[src/rtl/bsg_cover_pkg.sv]
// Shared types and sizing helpers for the counted coverage collector.
package bsg_cover_pkg;

  // Collector phases: accept tags, emit the header beat, emit one beat per entry.
  typedef enum logic [1:0] {
    FILL  = 2'd0,
    HDR   = 2'd1,
    DRAIN = 2'd2
  } state_e;

  // Index width that never collapses to zero bits for a single-element range.
  function automatic int safe_clog2(input int n);
    return (n < 2) ? 1 : $clog2(n);
  endfunction

  // Width needed to hold a population count of n bits (0..n inclusive).
  function automatic int occ_width(input int n);
    return (n < 1) ? 1 : $clog2(n + 1);
  endfunction

endpackage

[src/rtl/bsg_cover_counted_if.sv]
// Producer and drain-side signals of the counted coverage collector.
// The slave modport is the collector; the master modport is the environment
// (tag producer plus the downstream daisy-chain arbiter).
interface bsg_cover_counted_if #(
  parameter int width_p     = 32,
  parameter int cnt_width_p = 8
);

  // Tag input side
  logic                   v_i;
  logic [width_p-1:0]     data_i;
  logic                   ready_o;
  logic                   drain_i;
  logic                   gate_o;
  logic                   overflow_o;

  // Drain output side
  logic                   v_o;
  logic                   ready_i;
  logic                   idx_v_o;
  logic [width_p-1:0]     data_o;
  logic [cnt_width_p-1:0] cnt_o;

  modport slave (
    input  v_i, data_i, drain_i, ready_i,
    output ready_o, gate_o, overflow_o, v_o, idx_v_o, data_o, cnt_o
  );

  modport master (
    output v_i, data_i, drain_i, ready_i,
    input  ready_o, gate_o, overflow_o, v_o, idx_v_o, data_o, cnt_o
  );

endinterface

[src/rtl/bsg_cover_entry_array.sv]
// Tag / valid / hit-counter storage with associative match, lowest-free
// selection and an indexed snoop port for the drain mux.
module bsg_cover_entry_array
  import bsg_cover_pkg::*;
#(
  parameter  int width_p     = 32,
  parameter  int els_p       = 16,
  parameter  int cnt_width_p = 8,
  localparam int lg_els_lp   = safe_clog2(els_p)
) (
  input  logic                   clk_i,
  input  logic                   reset_i,

  // Associative lookup
  input  logic [width_p-1:0]     match_data_i,
  output logic [els_p-1:0]       match_oh_o,
  output logic [els_p-1:0]       free_oh_o,
  output logic                   free_v_o,
  output logic [els_p-1:0]       valid_o,

  // Update ports (one-hot, mutually exclusive per entry by construction)
  input  logic [els_p-1:0]       inc_oh_i,
  input  logic [els_p-1:0]       write_oh_i,
  input  logic [width_p-1:0]     write_data_i,
  input  logic [els_p-1:0]       invalidate_oh_i,
  input  logic [els_p-1:0]       zero_oh_i,

  // Snoop read
  input  logic [lg_els_lp-1:0]   rd_idx_i,
  output logic [width_p-1:0]     rd_tag_o,
  output logic [cnt_width_p-1:0] rd_cnt_o
);

  logic [width_p-1:0]     r_tag [els_p];
  logic [cnt_width_p-1:0] r_cnt [els_p];
  logic [els_p-1:0]       r_valid;

  logic [els_p-1:0]       w_free;

  // Tag storage: loaded only when an entry is allocated.
  // NOTE: tags carry no reset; an entry's tag is never observed while its valid bit is clear, so resetting them would only add reset fan-out.
  always_ff @(posedge clk_i) begin
    for (int i = 0; i < els_p; i++) begin
      if (write_oh_i[i]) r_tag[i] <= write_data_i;
    end
  end

  // Valid bits and saturating hit counters.
  always_ff @(posedge clk_i) begin
    if (reset_i) begin
      r_valid <= '0;
      for (int i = 0; i < els_p; i++) r_cnt[i] <= '0;
    end else begin
      for (int i = 0; i < els_p; i++) begin
        if (write_oh_i[i]) begin
          r_valid[i] <= 1'b1;
          r_cnt[i]   <= cnt_width_p'(1);
        end else if (inc_oh_i[i]) begin
          if (r_cnt[i] != '1) r_cnt[i] <= r_cnt[i] + cnt_width_p'(1);
        end else if (invalidate_oh_i[i]) begin
          r_valid[i] <= 1'b0;
          r_cnt[i]   <= '0;
        end else if (zero_oh_i[i]) begin
          r_cnt[i]   <= '0;
        end
      end
    end
  end

  // Tags among valid entries are unique, so at most one entry matches.
  always_comb begin
    match_oh_o = '0;
    for (int i = 0; i < els_p; i++) begin
      match_oh_o[i] = r_valid[i] && (r_tag[i] == match_data_i);
    end
  end

  assign w_free = ~r_valid;

  bsg_priority_encode_one_hot_out #(
    .width_p (els_p)
  ) u_free_pe (
    .i   (w_free),
    .o   (free_oh_o),
    .v_o (free_v_o)
  );

  assign valid_o  = r_valid;
  assign rd_tag_o = r_tag[rd_idx_i];
  assign rd_cnt_o = r_cnt[rd_idx_i];

endmodule

[src/rtl/bsg_encode_one_hot.sv]
// Converts a one-hot (or all-zero) vector into a binary index.
module bsg_encode_one_hot
  import bsg_cover_pkg::*;
#(
  parameter  int width_p     = 4,
  localparam int lg_width_lp = safe_clog2(width_p)
) (
  input  logic [width_p-1:0]     i,
  output logic [lg_width_lp-1:0] addr_o
);

  // OR together the indices of all set bits; exact for one-hot input.
  always_comb begin
    addr_o = '0;
    for (int k = 0; k < width_p; k++) begin
      if (i[k]) addr_o = addr_o | lg_width_lp'(k);
    end
  end

endmodule

[src/rtl/bsg_priority_encode_one_hot_out.sv]
// Keeps only the lowest set bit of the input vector.
module bsg_priority_encode_one_hot_out #(
  parameter int width_p = 4
) (
  input  logic [width_p-1:0] i,
  output logic [width_p-1:0] o,
  output logic               v_o
);

  // Two's-complement trick: i & -i isolates the least significant one.
  assign o   = i & (~i + width_p'(1));
  assign v_o = |i;

endmodule

[src/rtl/bsg_cover_counted.sv]
// Counted coverage collector: deduplicates tags into an associative array
// with per-tag hit counters, then drains a header beat and one beat per
// valid entry on request (or automatically when full in clear mode).
module bsg_cover_counted
  import bsg_cover_pkg::*;
#(
  parameter int idx_p            = 0,
  parameter int width_p          = 32,
  parameter int els_p            = 16,
  parameter int cnt_width_p      = 8,
  parameter int clear_on_drain_p = 1
) (
  input  logic                clk_i,
  input  logic                reset_i,
  bsg_cover_counted_if.slave  cov_if
);

  localparam int lg_els_lp    = safe_clog2(els_p);
  localparam int occ_width_lp = occ_width(els_p);
  localparam bit clear_lp     = (clear_on_drain_p != 0);

  state_e                 r_state;
  logic [els_p-1:0]       r_pending;
  logic                   r_overflow;
  logic                   r_ready;
  logic                   r_gate;
  logic                   r_idx_v;

  logic [els_p-1:0]       w_match_oh;
  logic [els_p-1:0]       w_free_oh;
  logic                   w_free_v;
  logic [els_p-1:0]       w_valid;
  logic                   w_accept;
  logic                   w_hit;
  logic                   w_drop;
  logic                   w_fills;
  logic                   w_go_hdr;
  logic [els_p-1:0]       w_inc_oh;
  logic [els_p-1:0]       w_write_oh;
  logic [els_p-1:0]       w_inval_oh;
  logic [els_p-1:0]       w_zero_oh;
  logic [els_p-1:0]       w_pend_oh;
  logic                   w_pend_v;
  logic [lg_els_lp-1:0]   w_pend_idx;
  logic [width_p-1:0]     w_rd_tag;
  logic [cnt_width_p-1:0] w_rd_cnt;
  logic [occ_width_lp-1:0] w_occ;
  logic                   w_out_v;
  logic                   w_drain_fire;

  // ---------------------------------------------------------------------
  // Accept path
  // ---------------------------------------------------------------------
  assign w_accept = (r_state == FILL) && cov_if.v_i;
  assign w_hit    = |w_match_oh;
  assign w_drop   = w_accept && !w_hit && !w_free_v;

  // Allocation fills the array when the chosen free slot is the only one left.
  assign w_fills  = (|w_write_oh) && (&(w_valid | w_free_oh));
  assign w_go_hdr = cov_if.drain_i || (clear_lp && w_fills);

  // Route the accepted tag to either a counter bump or a fresh allocation.
  // NOTE: every output of this block gets a default first so no path leaves one unassigned and infers a latch.
  always_comb begin
    w_inc_oh   = '0;
    w_write_oh = '0;
    if (w_accept) begin
      if (w_hit) w_inc_oh   = w_match_oh;
      else       w_write_oh = w_free_oh;
    end
  end

  // ---------------------------------------------------------------------
  // Drain path
  // ---------------------------------------------------------------------
  bsg_priority_encode_one_hot_out #(
    .width_p (els_p)
  ) u_pend_pe (
    .i   (r_pending),
    .o   (w_pend_oh),
    .v_o (w_pend_v)
  );

  bsg_encode_one_hot #(
    .width_p (els_p)
  ) u_pend_enc (
    .i      (w_pend_oh),
    .addr_o (w_pend_idx)
  );

  assign w_out_v      = r_idx_v || ((r_state == DRAIN) && w_pend_v);
  assign w_drain_fire = (r_state == DRAIN) && w_pend_v && cov_if.ready_i;

  // A drained entry is either released or keeps its tag with a cleared count.
  always_comb begin
    w_inval_oh = '0;
    w_zero_oh  = '0;
    if (w_drain_fire) begin
      if (clear_lp) w_inval_oh = w_pend_oh;
      else          w_zero_oh  = w_pend_oh;
    end
  end

  // Number of valid entries reported in the header beat.
  always_comb begin
    w_occ = '0;
    for (int k = 0; k < els_p; k++) begin
      w_occ = w_occ + occ_width_lp'(w_valid[k]);
    end
  end

  bsg_cover_entry_array #(
    .width_p     (width_p),
    .els_p       (els_p),
    .cnt_width_p (cnt_width_p)
  ) u_array (
    .clk_i           (clk_i),
    .reset_i         (reset_i),
    .match_data_i    (cov_if.data_i),
    .match_oh_o      (w_match_oh),
    .free_oh_o       (w_free_oh),
    .free_v_o        (w_free_v),
    .valid_o         (w_valid),
    .inc_oh_i        (w_inc_oh),
    .write_oh_i      (w_write_oh),
    .write_data_i    (cov_if.data_i),
    .invalidate_oh_i (w_inval_oh),
    .zero_oh_i       (w_zero_oh),
    .rd_idx_i        (w_pend_idx),
    .rd_tag_o        (w_rd_tag),
    .rd_cnt_o        (w_rd_cnt)
  );

  // ---------------------------------------------------------------------
  // Control FSM with registered status outputs
  // ---------------------------------------------------------------------
  // Sequences FILL -> HDR -> DRAIN -> FILL and tracks pending/overflow.
  // NOTE: state is updated with non-blocking assignments so every register samples pre-edge values regardless of statement order.
  always_ff @(posedge clk_i) begin
    if (reset_i) begin
      r_state    <= FILL;
      r_pending  <= '0;
      r_overflow <= 1'b0;
      r_ready    <= 1'b1;
      r_gate     <= 1'b0;
      r_idx_v    <= 1'b0;
    end else begin
      case (r_state)
        FILL: begin
          if (w_drop) r_overflow <= 1'b1;
          if (w_go_hdr) begin
            r_state <= HDR;
            r_ready <= 1'b0;
            r_gate  <= 1'b1;
            r_idx_v <= 1'b1;
          end
        end
        HDR: begin
          if (cov_if.ready_i) begin
            r_state    <= DRAIN;
            r_pending  <= w_valid;
            r_overflow <= 1'b0;
            r_idx_v    <= 1'b0;
          end
        end
        DRAIN: begin
          if (!w_pend_v || (cov_if.ready_i && (r_pending == w_pend_oh))) begin
            r_state <= FILL;
            r_ready <= 1'b1;
            r_gate  <= 1'b0;
          end
          if (w_drain_fire) r_pending <= r_pending & ~w_pend_oh;
        end
        default: begin
          r_state <= FILL;
          r_ready <= 1'b1;
          r_gate  <= 1'b0;
          r_idx_v <= 1'b0;
        end
      endcase
    end
  end

  // ---------------------------------------------------------------------
  // Outputs
  // ---------------------------------------------------------------------
  assign cov_if.ready_o    = r_ready;
  assign cov_if.gate_o     = r_gate;
  assign cov_if.overflow_o = r_overflow;
  assign cov_if.v_o        = w_out_v;
  assign cov_if.idx_v_o    = r_idx_v;
  assign cov_if.data_o     = r_idx_v ? width_p'(idx_p)         : w_rd_tag;
  assign cov_if.cnt_o      = r_idx_v ? cnt_width_p'(w_occ)     : w_rd_cnt;

endmodule

[src/flat_wrapper.sv]
// flat-port wrapper written by rule: the top's interface ports become plain ports
module bsg_cover_counted_flat import bsg_cover_pkg::*;
#(
  parameter int idx_p            = 0,
  parameter int width_p          = 32,
  parameter int els_p            = 16,
  parameter int cnt_width_p      = 8,
  parameter int clear_on_drain_p = 1
)
  (clk_i, reset_i, cov_if_v_i, cov_if_data_i, cov_if_drain_i, cov_if_ready_i, cov_if_ready_o, cov_if_gate_o, cov_if_overflow_o, cov_if_v_o, cov_if_idx_v_o, cov_if_data_o, cov_if_cnt_o);
  bsg_cover_counted_if #(.width_p(width_p), .cnt_width_p(cnt_width_p)) cov_if_i ();
  input  logic clk_i;
  input  logic reset_i;
  input wire logic [$bits(cov_if_i.v_i)-1:0] cov_if_v_i;
  input wire logic [$bits(cov_if_i.data_i)-1:0] cov_if_data_i;
  input wire logic [$bits(cov_if_i.drain_i)-1:0] cov_if_drain_i;
  input wire logic [$bits(cov_if_i.ready_i)-1:0] cov_if_ready_i;
  output wire logic [$bits(cov_if_i.ready_o)-1:0] cov_if_ready_o;
  output wire logic [$bits(cov_if_i.gate_o)-1:0] cov_if_gate_o;
  output wire logic [$bits(cov_if_i.overflow_o)-1:0] cov_if_overflow_o;
  output wire logic [$bits(cov_if_i.v_o)-1:0] cov_if_v_o;
  output wire logic [$bits(cov_if_i.idx_v_o)-1:0] cov_if_idx_v_o;
  output wire logic [$bits(cov_if_i.data_o)-1:0] cov_if_data_o;
  output wire logic [$bits(cov_if_i.cnt_o)-1:0] cov_if_cnt_o;
  assign cov_if_i.v_i = cov_if_v_i;
  assign cov_if_i.data_i = cov_if_data_i;
  assign cov_if_i.drain_i = cov_if_drain_i;
  assign cov_if_i.ready_i = cov_if_ready_i;
  assign cov_if_ready_o = cov_if_i.ready_o;
  assign cov_if_gate_o = cov_if_i.gate_o;
  assign cov_if_overflow_o = cov_if_i.overflow_o;
  assign cov_if_v_o = cov_if_i.v_o;
  assign cov_if_idx_v_o = cov_if_i.idx_v_o;
  assign cov_if_data_o = cov_if_i.data_o;
  assign cov_if_cnt_o = cov_if_i.cnt_o;
  bsg_cover_counted #(.idx_p(idx_p), .width_p(width_p), .els_p(els_p), .cnt_width_p(cnt_width_p), .clear_on_drain_p(clear_on_drain_p)) u_core (.clk_i(clk_i), .reset_i(reset_i), .cov_if(cov_if_i));
endmodule
[config.mk]
export PLATFORM = sky130hd
export DESIGN_NAME = bsg_cover_counted_flat
export DESIGN_NICKNAME = d
export VERILOG_FILES = /design/src/rtl/bsg_cover_pkg.sv /design/src/rtl/bsg_cover_counted_if.sv /design/src/rtl/bsg_cover_entry_array.sv /design/src/rtl/bsg_encode_one_hot.sv /design/src/rtl/bsg_priority_encode_one_hot_out.sv /design/src/rtl/bsg_cover_counted.sv /design/src/flat_wrapper.sv
export SDC_FILE = /design/constraint.sdc
export NUM_CORES = 2
export LEC_CHECK = 0
export BUFFER_PORTS_ARGS = -buffer_cell sky130_fd_sc_hd__buf_4
export CELL_PAD_IN_SITES_DETAIL_PLACEMENT = 1
export CELL_PAD_IN_SITES_GLOBAL_PLACEMENT = 1
export CORE_MARGIN = 2
export CORE_UTILIZATION = 25
export DETAILED_ROUTE_END_ITERATION = 16
export GPL_TIMING_DRIVEN = 0
export PLACE_DENSITY_LB_ADDON = 0.1
export SLEW_MARGIN = 25
export SYNTH_ARGS = -nofsm -noshare
export SYNTH_HDL_FRONTEND = slang
export SYNTH_SLANG_ARGS = --single-unit
export TNS_END_PERCENT = 1
[constraint.sdc]
create_clock -name clk_i -period 6.8 [get_ports clk_i]
set_clock_uncertainty 0.2 [all_clocks]
set_input_delay 0.68 -clock clk_i [delete_from_list [all_inputs] [get_ports clk_i]]
set_output_delay 0.68 -clock clk_i [all_outputs]
set_load 0.005 [all_outputs]
==> summary.md <==
| Metric | Value |
|---|---|
| Status | `finished clean` |
| Initial antenna violation count | `16` |
| Comb pwr share | `13.5%` |
| Critical R2R Capture | `u_core.u_array.r_tag[14][23]` |
| GP Congestion | `0.983` |
| DRC | `0` |
| RSZ-0062 raised after global routing | `no` |
| Worst slew margin | `17.4%` |
| Syn Nets | `3,343` |
| Internal Power | `7.83 mW` |
| Min Tclk post-route | `6.70 ns` |
| Final setup vio count | `0` |
| Die Area | `150,000 µm²` |
| Worst vdd rail ir drop | `0.000179 V` |
| Clock network power share | `44.0%` |
| Number of library cell types mapped by synthesis | `81` |
| Io pins | `82` |
| Max clock buf depth | `3` |
| Sequential-to-total area share from yosys stat | `54.6%` |
| Post-Layout Cell Count | `5,509` |
| Register share of total power | `42.5%` |
| Critical path's most frequent cell | `buf_2` |
| Antenna violation net count after detailed routing | `0` |
| Worst reg2reg setup slack | `0.66 ns` |
| Net Sw Frac | `29.3%` |
| Vias | `29,794` |
| DR pass1 iterations | `5` |
| Clock Pin Slew Worst Setup and Hold Paths | `0.06 ns` |
| I/O Buffers | `80` |
| Crit path DAT | `5.82 ns` |
| Post-synthesis cell count | `3,272` |
| Post-synth top area cell | `edfxtp_1` |
| Crit path capture type | `output pin` |
| Total GRT Usage | `28.3%` |
| GRT overflow | `0` |
| CTS hold repair buffers | `0` |
| Avg Cell Area, Syn | `11.2 µm²` |
| Share of the synthesized area in the top cell type | `52.5%` |
| Clock sinks | `678` |
| Final nets | `3,588` |
| Crit-path slowest cell | `clkdlybuf4s15_1` |
| Slew @ Worst Pin | `1.23 ns` |
| Hold_ws | `0.0762 ns` |
| Layout cells sized above 1 | `15.3%` |
| Maxcap violations | `0` |
| Ys async rst share | `0%` |
| R2R Path Start | `u_core.u_array.valid_o[2]` |
| Largest net degree at the start of global routing | `26` |
| CP cell instances | `clkbuf_1 > or4_1 > buf_2 > or3_4 > o21ai_4 > a21oi_2 > buf_6 > buf_2 > buf_2 > clkdlybuf4s15_1 > a31oi_1 > o22ai_1 > buf_4` |
| Crit share post-route | `98.6%` |
| Psw | `3.25 mW` |
| Crit path from | `u_core.r_pending[1]` |
| Core area | `146,000 µm²` |
| Initial Utilization | `25.2%` |
| Root Buffer | `clkbuf_16` |
| Crit path to | `cov_if_data_o[5]` |
| Power per cell area | `253 nW/µm²` |
| CP startpoint kind | `register` |
| Final hold vios | `0` |
| Commonest cells in the netlist | `640 x edfxtp_1, 446 x nand2_1, 357 x xnor2_1` |
| Worst-skew pair later-pin latency | `0.74 ns` |
| Worst path required time | `5.92 ns` |
| Routed len/inst | `39.3 µm` |
| Setup WS pre-CTS | `-0.494 ns` |
| Worst setup margin | `0.0974 ns` |
| CTS Buf Count | `91` |
| R2R depth | `13` |
| Critical Setup Path Class | `reg2out` |
| Placed cells | `5,340` |
| H-tree levels | `3` |
| Detailed-route wire length | `216,000 µm` |
| Num rows | `140` |
| Number of global-route vias before repair | `29,269` |
| Die Ht | `387 µm` |
| CTS tree | `yes` |
| CP max stage delay | `0.77 ns` |
| DP HPWL | `168,000 µm` |
| LEAKAGE | `15.1 nW` |
| Worst Hold Class | `in2reg` |
| Ys Warns | `0` |
| Setup_tns | `0 ns` |
| Synth top area cells | `edfxtp_1 52%, xnor2_1 8.5%, xor2_1 5.6%, nand2_1 4.6%, nand3_1 2.8%` |
| Post-Synthesis Cell Area | `36,600 µm²` |
| Area Growth Syn to Fin | `19.6%` |
| Number of vias per cell | `5.41` |
| Worst-path maximum fanout | `10` |
| Finished Core Util | `30.1%` |
| Most common cell in the netlist | `edfxtp_1` |
| Synthesis-stage register bit count | `678` |
| Die Wd | `387 µm` |
| First-pass GRT wire length | `283,000 µm` |
| Synth Flop Type | `edfxtp_1` |
| Drt first-iter violations | `3,584` |
| Max Freq | `149 MHz` |
| Post-synth EDFFs | `640` |
| Slew Viols, Final | `0` |
[metal layers]
layer	vias up	routed length (µm)	GRT usage (%)
li1	12444	-	-
met1	15795	93200	37.7
met4	14	11400	13.0
met3	297	13900	5.18
met5	-	97	0
met2	1244	97700	44.4
[layout make-up]
class	instances	area [µm²]
Sequential cell	678	20000
Antenna cell	1	2.50
Timing Repair Buffer	152	1610
Fill cell	16082	102000
Clock inverter	51	490
Clock buffer	116	2400
Buffer	212	1030
Tap cell	1917	2400
Inverter	64	243
Multi-Input combinational cell	2318	15600
[cells by family (layout without fill, tap and decap cells)]
| logic type | after synthesis | count (layout) | synth area share, % |
|---|---|---|---|
| XOR/XNOR | 590 | 590 | 14.1 |
| buffers and inverters | 276 | 595 | 3.33 |
| AND/OR/NAND/NOR | 1165 | 1165 | 15.0 |
| other | 0 | 1 | 0 |
| AO/OA/AOI/OAI | 386 | 386 | 7.44 |
| adder cells (fa/ha/maj) | 38 | 38 | 1.48 |
| flip-flops | 678 | 678 | 54.6 |
| multiplexers | 139 | 139 | 4.04 |
[repair_timing]
item	in CTS	in global routing
gates resized for setup	9	4
endpoints found under the setup margin	14	2
setup buffers	0	0
[how the worst min path moves through the flow]
stage                                from                            to  slack (ns)  depth (start not counted)
detailed placement  u_core.cov_if.ready_o         u_core.cov_if.ready_o        0.27                          2
global placement    u_core.cov_if.ready_o         u_core.cov_if.ready_o        0.26                          2
global route            cov_if_data_i[27]  u_core.u_array.r_tag[15][27]        0.07                          1
CTS                     cov_if_data_i[26]   u_core.u_array.r_tag[4][26]        0.04                          1
finish                  cov_if_data_i[27]   u_core.u_array.r_tag[9][27]        0.08                          1
floorplan           u_core.cov_if.ready_o         u_core.cov_if.ready_o        0.25                          2
[registers in the layout (all words and copies together) (netlist names)]
signal	count
u_core.cov_if.gate_o	1
u_core.cov_if.idx_v_o	1
u_core.cov_if.overflow_o	1
u_core.cov_if.ready_o	1
u_core.r_pending	16
u_core.r_state	2
u_core.u_array.r_cnt	128
u_core.u_array.r_tag	512
u_core.u_array.valid_o	16
[per-stage QoR]
step,power (mW),area (µm²)
4_1_cts,11.1,43800
3_5_place_dp,6.26,40800
6_report,11.1,43800
2_1_floorplan,5.41,36600
3_3_place_gp,6.24,39600
5_1_grt,11.3,43800
[power by group through the flow]
| stage | clock (mW) | combinational [mW] | sequential, mW |
|---|---|---|---|
| global route | 5.08 | 1.52 | 4.72 |
| finish | 4.87 | 1.49 | 4.71 |
| global placement | 0 | 1.44 | 4.80 |
| floorplan | 0 | 0.642 | 4.77 |
| CTS | 4.93 | 1.47 | 4.71 |
| detailed placement | 0 | 1.46 | 4.80 |
[layout by cell type (no fill, tap or decap), types with 52 or more instances in the layout]
cell / netlist / routed
edfxtp_1: 640 / 640
nand2_1: 446 / 446
xnor2_1: 357 / 353
xor2_1: 233 / 233
nand3_1: 203 / 203
nor2_1: 179 / 169
buf_2: 110 / 118
buf_4: 6 / 118
clkbuf_16: 0 / 92
nand4_1: 89 / 89
o22ai_1: 86 / 84
clkbuf_1: 84 / 78
and3_1: 75 / 75
mux2_2: 70 / 70
mux2i_1: 69 / 69
inv_1: 63 / 62
nor4_1: 59 / 52
[critical path, delay by kind of cell, from the launching register on]
| kind | cells | cell delay (ns) |
|---|---|---|
| and+or+nand+nor | 2 | 0.35 |
| buffers and inverters | 7 | 2.83 |
| DFF | 1 | 0.31 |
| AOI/OAI and AO/OA | 4 | 1.56 |
Note: power is estimated with default switching activity, not from simulation.
